==> config.mk <==
export PLATFORM = sky130hd
export DESIGN_NAME = hazard_ctrl
export DESIGN_NICKNAME = d
export VERILOG_FILES = /design/src/rtl/hazard_ctrl_pkg.sv /design/src/rtl/reg_scoreboard.sv /design/src/rtl/hazard_ctrl.sv
export SDC_FILE = /design/constraint.sdc
export NUM_CORES = 1
export LEC_CHECK = 0
export CAP_MARGIN = 20
export CORE_AREA = 2 2 64 66
export CTS_CLUSTER_SIZE = 28
export DETAILED_ROUTE_END_ITERATION = 7
export DIE_AREA = 0 0 66 68
export GPL_ROUTABILITY_DRIVEN = 0
export HOLD_SLACK_MARGIN = 0.03
export PLACE_DENSITY = 0.76
export SETUP_SLACK_MARGIN = 0.1
export SLEW_MARGIN = 25
export SYNTH_ARGS = -nofsm -noshare
export SYNTH_HDL_FRONTEND = slang
export SYNTH_SLANG_ARGS = --single-unit
==> constraint.sdc <==
create_clock -name clk -period 4.5 [get_ports clk]
set_clock_uncertainty 0.1 [all_clocks]
set_input_delay 1.35 -clock clk [delete_from_list [all_inputs] [get_ports clk]]
set_output_delay 1.35 -clock clk [all_outputs]
set_load 0.02 [all_outputs]
==> src/rtl/hazard_ctrl_pkg.sv <==
// Shared definitions for the pipeline hazard controller: opcode constants,
// FSM state encodings, the NOP word and the scoreboard entry layout.
package hazard_ctrl_pkg;

    localparam int unsigned REG_W    = 5;
    localparam int unsigned OP_W     = 6;
    localparam int unsigned INST_W   = 32;
    localparam int unsigned SB_DEPTH = 3;
    localparam int unsigned FCNT_W   = 2;

    localparam logic [OP_W-1:0] OP_RTYPE = 6'h00;
    localparam logic [OP_W-1:0] OP_J     = 6'h02;
    localparam logic [OP_W-1:0] OP_JAL   = 6'h03;
    localparam logic [OP_W-1:0] OP_BEQ   = 6'h04;
    localparam logic [OP_W-1:0] OP_BNE   = 6'h05;
    localparam logic [OP_W-1:0] OP_SW    = 6'h2b;

    localparam logic [INST_W-1:0] NOP = 32'h0000_0000;

    typedef enum logic [1:0] {
        ST_RUN   = 2'b00,
        ST_STALL = 2'b01,
        ST_FLUSH = 2'b10
    } state_t;

    typedef struct packed {
        logic             valid;
        logic [REG_W-1:0] rnum;
    } sb_entry_t;

    // A read of src collides with an in-flight write; $0 never collides.
    function automatic logic src_hit(input logic [REG_W-1:0] src,
                                     input logic             used,
                                     input sb_entry_t        e);
        return used && (src != '0) && e.valid && (e.rnum == src);
    endfunction

endpackage

==> src/rtl/reg_scoreboard.sv <==
// Three-deep scoreboard of in-flight destination registers (ID/EX, EX/MEM,
// MEM/WB) plus the source-match compare.
// Ports: clk/rst_n; push_valid/push_reg = destination entering ID/EX this
// edge; src_a/src_b with *_used qualifiers = sources read by IF/ID;
// hazard_c = combinational "some source is not yet written back".
module reg_scoreboard
    import hazard_ctrl_pkg::*;
#(
    parameter int unsigned WB_BYPASS = 1
) (
    input  logic             clk,
    input  logic             rst_n,
    input  logic             push_valid,
    input  logic [REG_W-1:0] push_reg,
    input  logic [REG_W-1:0] src_a,
    input  logic             src_a_used,
    input  logic [REG_W-1:0] src_b,
    input  logic             src_b_used,
    output logic             hazard_c
);

    sb_entry_t sb [SB_DEPTH];

    // Shift every cycle; slot 0 holds whatever entered ID/EX at this edge.
    always_ff @(posedge clk or negedge rst_n) begin
        if (!rst_n) begin
            for (int k = 0; k < int'(SB_DEPTH); k++) begin
                sb[k] <= '0;
            end
        end else begin
            sb[0] <= '{valid: push_valid, rnum: push_reg};
            for (int k = 1; k < int'(SB_DEPTH); k++) begin
                sb[k] <= sb[k-1];
            end
        end
    end

    // The MEM/WB slot only matters when the register file cannot bypass.
    always_comb begin
        hazard_c = 1'b0;
        for (int k = 0; k < int'(SB_DEPTH); k++) begin
            if ((k < int'(SB_DEPTH) - 1) || (WB_BYPASS == 0)) begin
                hazard_c = hazard_c
                         | src_hit(src_a, src_a_used, sb[k])
                         | src_hit(src_b, src_b_used, sb[k]);
            end
        end
    end

endmodule

==> src/rtl/hazard_ctrl.sv <==
// Pipeline hazard controller: RAW stall against in-flight writers, and
// wrong-path flush of IF/ID after a redirect resolved in ID.
// Ports: IF_ID_* = instruction held in IF/ID and its write controls;
// redirect = taken branch/jump this cycle; Enable = PC and IF/ID load;
// bubble = ID/EX loads NOP; flush = IF/ID loads NOP (all three
// combinational); state = FSM state; stall_cnt = saturating stall count.
module hazard_ctrl
    import hazard_ctrl_pkg::*;
#(
    parameter int unsigned FLUSH_CYCLES = 1,
    parameter int unsigned WB_BYPASS    = 1,
    parameter int unsigned CNT_W        = 16
) (
    input  logic             clk,
    input  logic             rst_n,
    input  logic [31:0]      IF_ID_inst,
    input  logic             IF_ID_RegWrite,
    input  logic             IF_ID_RegDst,
    input  logic             IF_ID_Jal,
    input  logic             redirect,
    output logic             Enable,
    output logic             bubble,
    output logic             flush,
    output logic [1:0]       state,
    output logic [CNT_W-1:0] stall_cnt
);

    logic [OP_W-1:0]   op;
    logic [REG_W-1:0]  rs, rt, rd, dest;
    logic              is_nop, rs_used, rt_used, dest_valid;
    logic              hazard_c, issue;
    state_t            state_q, state_nxt;
    logic [FCNT_W-1:0] fcnt_q, fcnt_nxt;

    // Field decode of the instruction waiting in IF/ID.
    assign op      = IF_ID_inst[31:26];
    assign rs      = IF_ID_inst[25:21];
    assign rt      = IF_ID_inst[20:16];
    assign rd      = IF_ID_inst[15:11];
    assign is_nop  = (IF_ID_inst == NOP);
    assign rs_used = !is_nop && (op != OP_J) && (op != OP_JAL);
    assign rt_used = !is_nop && ((op == OP_RTYPE) || (op == OP_BEQ)
                              || (op == OP_BNE)   || (op == OP_SW));

    assign dest       = IF_ID_Jal ? REG_W'(31) : (IF_ID_RegDst ? rd : rt);
    assign dest_valid = IF_ID_RegWrite && (dest != '0);

    reg_scoreboard #(
        .WB_BYPASS (WB_BYPASS)
    ) u_sb (
        .clk        (clk),
        .rst_n      (rst_n),
        .push_valid (issue && dest_valid),
        .push_reg   (dest),
        .src_a      (rs),
        .src_a_used (rs_used),
        .src_b      (rt),
        .src_b_used (rt_used),
        .hazard_c   (hazard_c)
    );

    // State and flush-length register.
    always_ff @(posedge clk or negedge rst_n) begin
        if (!rst_n) begin
            state_q <= ST_RUN;
            fcnt_q  <= '0;
        end else begin
            state_q <= state_nxt;
            fcnt_q  <= fcnt_nxt;
        end
    end

    // Next state and handshake outputs. STALL re-evaluates exactly like RUN,
    // so the cycle the hazard clears already issues or redirects.
    always_comb begin
        state_nxt = state_q;
        fcnt_nxt  = fcnt_q;
        Enable    = 1'b1;
        bubble    = 1'b0;
        flush     = 1'b0;
        issue     = 1'b0;
        case (state_q)
            ST_FLUSH: begin
                flush    = 1'b1;
                fcnt_nxt = (fcnt_q != '0) ? fcnt_q - FCNT_W'(1) : '0;
                if (fcnt_q <= FCNT_W'(1)) begin
                    state_nxt = ST_RUN;
                end
            end
            default: begin
                if (hazard_c) begin
                    Enable    = 1'b0;
                    bubble    = 1'b1;
                    state_nxt = ST_STALL;
                end else begin
                    issue     = 1'b1;
                    state_nxt = ST_RUN;
                    if (redirect) begin
                        flush = 1'b1;
                        if (FLUSH_CYCLES > 1) begin
                            fcnt_nxt  = FCNT_W'(FLUSH_CYCLES - 1);
                            state_nxt = ST_FLUSH;
                        end
                    end
                end
            end
        endcase
        // Reset forces the idle handshake regardless of inputs.
        if (!rst_n) begin
            Enable = 1'b1;
            bubble = 1'b0;
            flush  = 1'b0;
            issue  = 1'b0;
        end
    end

    assign state = state_q;

    // Saturating count of cycles with the front end held.
    always_ff @(posedge clk or negedge rst_n) begin
        if (!rst_n) begin
            stall_cnt <= '0;
        end else if (!Enable && (stall_cnt != '1)) begin
            stall_cnt <= stall_cnt + CNT_W'(1);
        end
    end

endmodule
==> key figures <==
Run status
  • Status: finished, final reports clean

GRT
  • First-pass GRT wire length: 6430 microns
  • Largest net degree at the start of global routing: 25
  • Total track usage: between 10% and 20%
  • Gr ovfl total: 0
  • Vias in the first global route: 1404
  • Antenna violations before repair: 0

Synthesis
  • Synth area leader: dfrtp_1
  • Yosys cell types: 34
  • Async SR Flop Fraction: between 90% and 100%
  • Syn Nets: 183
  • Top post-synthesis cells by area: dfrtp_1 (46%), xnor2_1 (11%), xor2_1 (8.3%), nand4_1 (4.3%), a211o_1 (2.8%)
  • Top FF cell, synth: dfrtp_1
  • Mapped Cells: 144
  • Synthesized area per cell: 11.0 sq um
  • Sequential-to-total area share from yosys stat: 45.6%
  • Synthesized area: approximately 1600 sq um
  • Count leader, synth: dfrtp_1
  • Top cells by count, synth: dfrtp_1 (29), xnor2_1 (20), xor2_1 (15)
  • FF+latch count, synth: 29
  • Post-synth top area share: 45.6%
  • Number of synthesized flops with an enable pin: 0
  • Synth warn: 0

Placed design
  • Placed Cells incl. Taps: about 250
  • Dpl hpwl: 3070 microns
  • IO buf count: 46

Timing
  • RSZ-0062 raised after global routing: true
  • Final worst path period need: around 4.4 ns
  • Setup violations, final: 0
  • FMAX: roughly 230 MHz
  • Fin crit share: 96.7%
  • Slew Viols, Final: 0
  • Final Hold Vio Count: 0
  • Worst hold margin: 0.312 ns

Cells and area
  • Fillers: 341
  • Layout Utilization: 60.5%
  • Share of cells above drive strength 1: between 20% and 30%
  • Area delta synth->final: 46.8%
  • Nets: 248
  • Finished Layout Cells: 260
  • Antenna cells: 0

Clock tree
  • CTS Sinks: 29
  • Clock Latency Late Sink: roughly 0.28 ns
  • CTS tree: done
  • Clk slew on worst S/H paths: 0.06 ns
  • Root buffer cell: clkbuf_8
  • Clock Tree Buf Depth: 2
  • CTS buffer count: 5
  • Htree depth: 2

Power
  • Max VDD drop: between 200 and 300 uV
  • Internal power: 0.447 mW
  • Flop pwr share: 47.5%
  • Switching portion of total power: 26.2%
  • Combinational power share: 19.3%
  • Psw: 0.159 mW
  • Leak: 1.03 nW
  • Clock share of power: 33.2%
  • Pwr dens: about 260 nW/um^2
  • Pwr Total: 0.607 mW

Floorplanning
  • CORE AREA: around 3900 sq um
  • Starting density of the core: 41.2%
  • # IOs: 59
  • Die H: between 60 and 70 microns
  • Die area: 4490 sq um
  • Die W: 66 microns
  • Row count: 23

Detailed routing
  • # DRC: 0
  • Routed len/inst: 16.0 microns
  • 1st-iter DRT viols: 54
  • Detail Route Antenna Nets: 0
  • Vias: 1359
  • Vias per cell: 5.23
  • DRT Pass-1 Iters: 4
  • Final wirelength: roughly 4200 microns

Critical path
  • Critical path's slowest cell: or4_4
  • Worst R2R Path Depth: 6
  • Most used cell, CP: buf_4
  • Worst-path fanout max: 3
  • WP data arrival: 2.90 ns
  • CP max stage delay: 0.53 ns
  • Required time of the worst setup path: 3.05 ns
  • Setup CP Type: input pin to primary output
  • Worst-path cell chain: buf_6 > nor2b_4 > or4_4 > a221oi_4 > buf_4 > a32oi_4 > buf_4
  • Startpoint Class: input pin
  • Critical Path Sink Type: primary output

Run
  • Max-cap violation count: 0

Min path
  • Hold WC Path Type: flop to flop
  • Cell depth of the worst hold path: 0
## per-layer routing
metal  vias to the layer above  track usage, %  routed length (microns)
met3                         8            4.28                      242
met1                       663            22.2                     1660
met2                        39            35.2                     2190
met4                         0            8.42                       70
met5                         -               0                        0
li1                        649               -                        -
## cell usage in the layout (no fill, tap or decap), types with 2 or more instances in the layout
| master | instances |
|---|---|
| a211o_1 | 5 |
| and2_1 | 2 |
| and3_1 | 2 |
| and4_1 | 2 |
| buf_4 | 17 |
| buf_6 | 2 |
| clkbuf_1 | 3 |
| clkbuf_2 | 2 |
| clkbuf_8 | 5 |
| clkdlybuf4s50_1 | 31 |
| dfrtp_1 | 29 |
| dlygate4sd2_1 | 5 |
| dlymetal6s2s_1 | 3 |
| nand2_1 | 7 |
| nand3_1 | 6 |
| nand4_1 | 11 |
| nor2_1 | 4 |
| nor2_2 | 2 |
| nor2b_1 | 5 |
| nor3_1 | 3 |
| nor4_1 | 5 |
| o22ai_2 | 2 |
| or4_4 | 2 |
| xnor2_1 | 20 |
| xor2_1 | 15 |
## kinds of logic (layout without fill, tap and decap cells)
| family | Yosys count | in the layout | share of synthesized area, % |
|---|---|---|---|
| simple gates | 59 | 59 | 22.5 |
| xor+xnor | 35 | 35 | 19.3 |
| fa+ha+maj | 1 | 1 | 0.787 |
| mux | 1 | 1 | 0.708 |
| buf+inv | 6 | 72 | 2.20 |
| other cells | 1 | 1 | 0.236 |
| flops | 29 | 29 | 45.6 |
| compound gates | 12 | 12 | 8.66 |
## final cells by class
type / count / area (sq um) / share of cell area, %
clock buffers: 8 / 80.1 / 3.43
multi-input cells: 109 / 892 / 38.2
well taps: 50 / 62.6 / 2.68
inverters: 2 / 7.51 / 0.322
repair buffers: 62 / 567 / 24.3
flip-flops and latches: 29 / 726 / 31.1
## critical path: cells and delay by family
kind            cells  cell delay [ns]
simple gates        2             0.65
compound gates      2             0.47
buf+inv             3             0.44
## path summary, 6_finish.rpt
check,start,to,slack (ns)
max in group asynchronous,rst_n,u_sb.sb[9]$_DFF_PN0_,2.64
setup / recovery,IF_ID_inst[26],Enable,0.15
hold reg to reg,u_sb.sb[17]$_DFF_PN0_,u_sb.sb[11]$_DFF_PN0_,0.31
min in group asynchronous,rst_n,u_sb.sb[16]$_DFF_PN0_,1.34
hold / removal,u_sb.sb[17]$_DFF_PN0_,u_sb.sb[11]$_DFF_PN0_,0.31
setup reg to reg,stall_cnt[3]$_DFFE_PN0P_,stall_cnt[1]$_DFFE_PN0P_,2.07
## stage by stage
step	setup TNS (ns)	area [sq um]	setup WS, ns
global route	0	2330	0.0772
global placement	-1.47	2180	-0.527
CTS	0	2300	0.101
finish	0	2330	0.147
floorplan	0	1590	0.308
detailed placement	-1.55	2180	-0.581
## flip-flops by register name, indices dropped and copies added (netlist names)
register	flops
stall_cnt	16
u_sb.sb	12
state	1
## repair_timing
| action | in CTS | in global routing |
|---|---|---|
| gates cloned | 0 | 0 |
| setup endpoints to repair | 3 | 3 |
| buffers inserted | 2 | 1 |
| pin swaps | 6 | 5 |
| gates resized for setup | 32 | 16 |
| hold buffers | 0 | 0 |
| hold endpoints to repair | 0 | 0 |
## power by group through the flow
stage	registers, mW	clock network (mW)	logic [mW]
final	0.288	0.201	0.117
after CTS	0.288	0.208	0.116
after detailed placement	0.293	0	0.113
after global routing	0.290	0.220	0.126
after global placement	0.292	0	0.108
after floorplan	0.298	0	0.0412
Note: power is estimated with default switching activity, not from simulation.
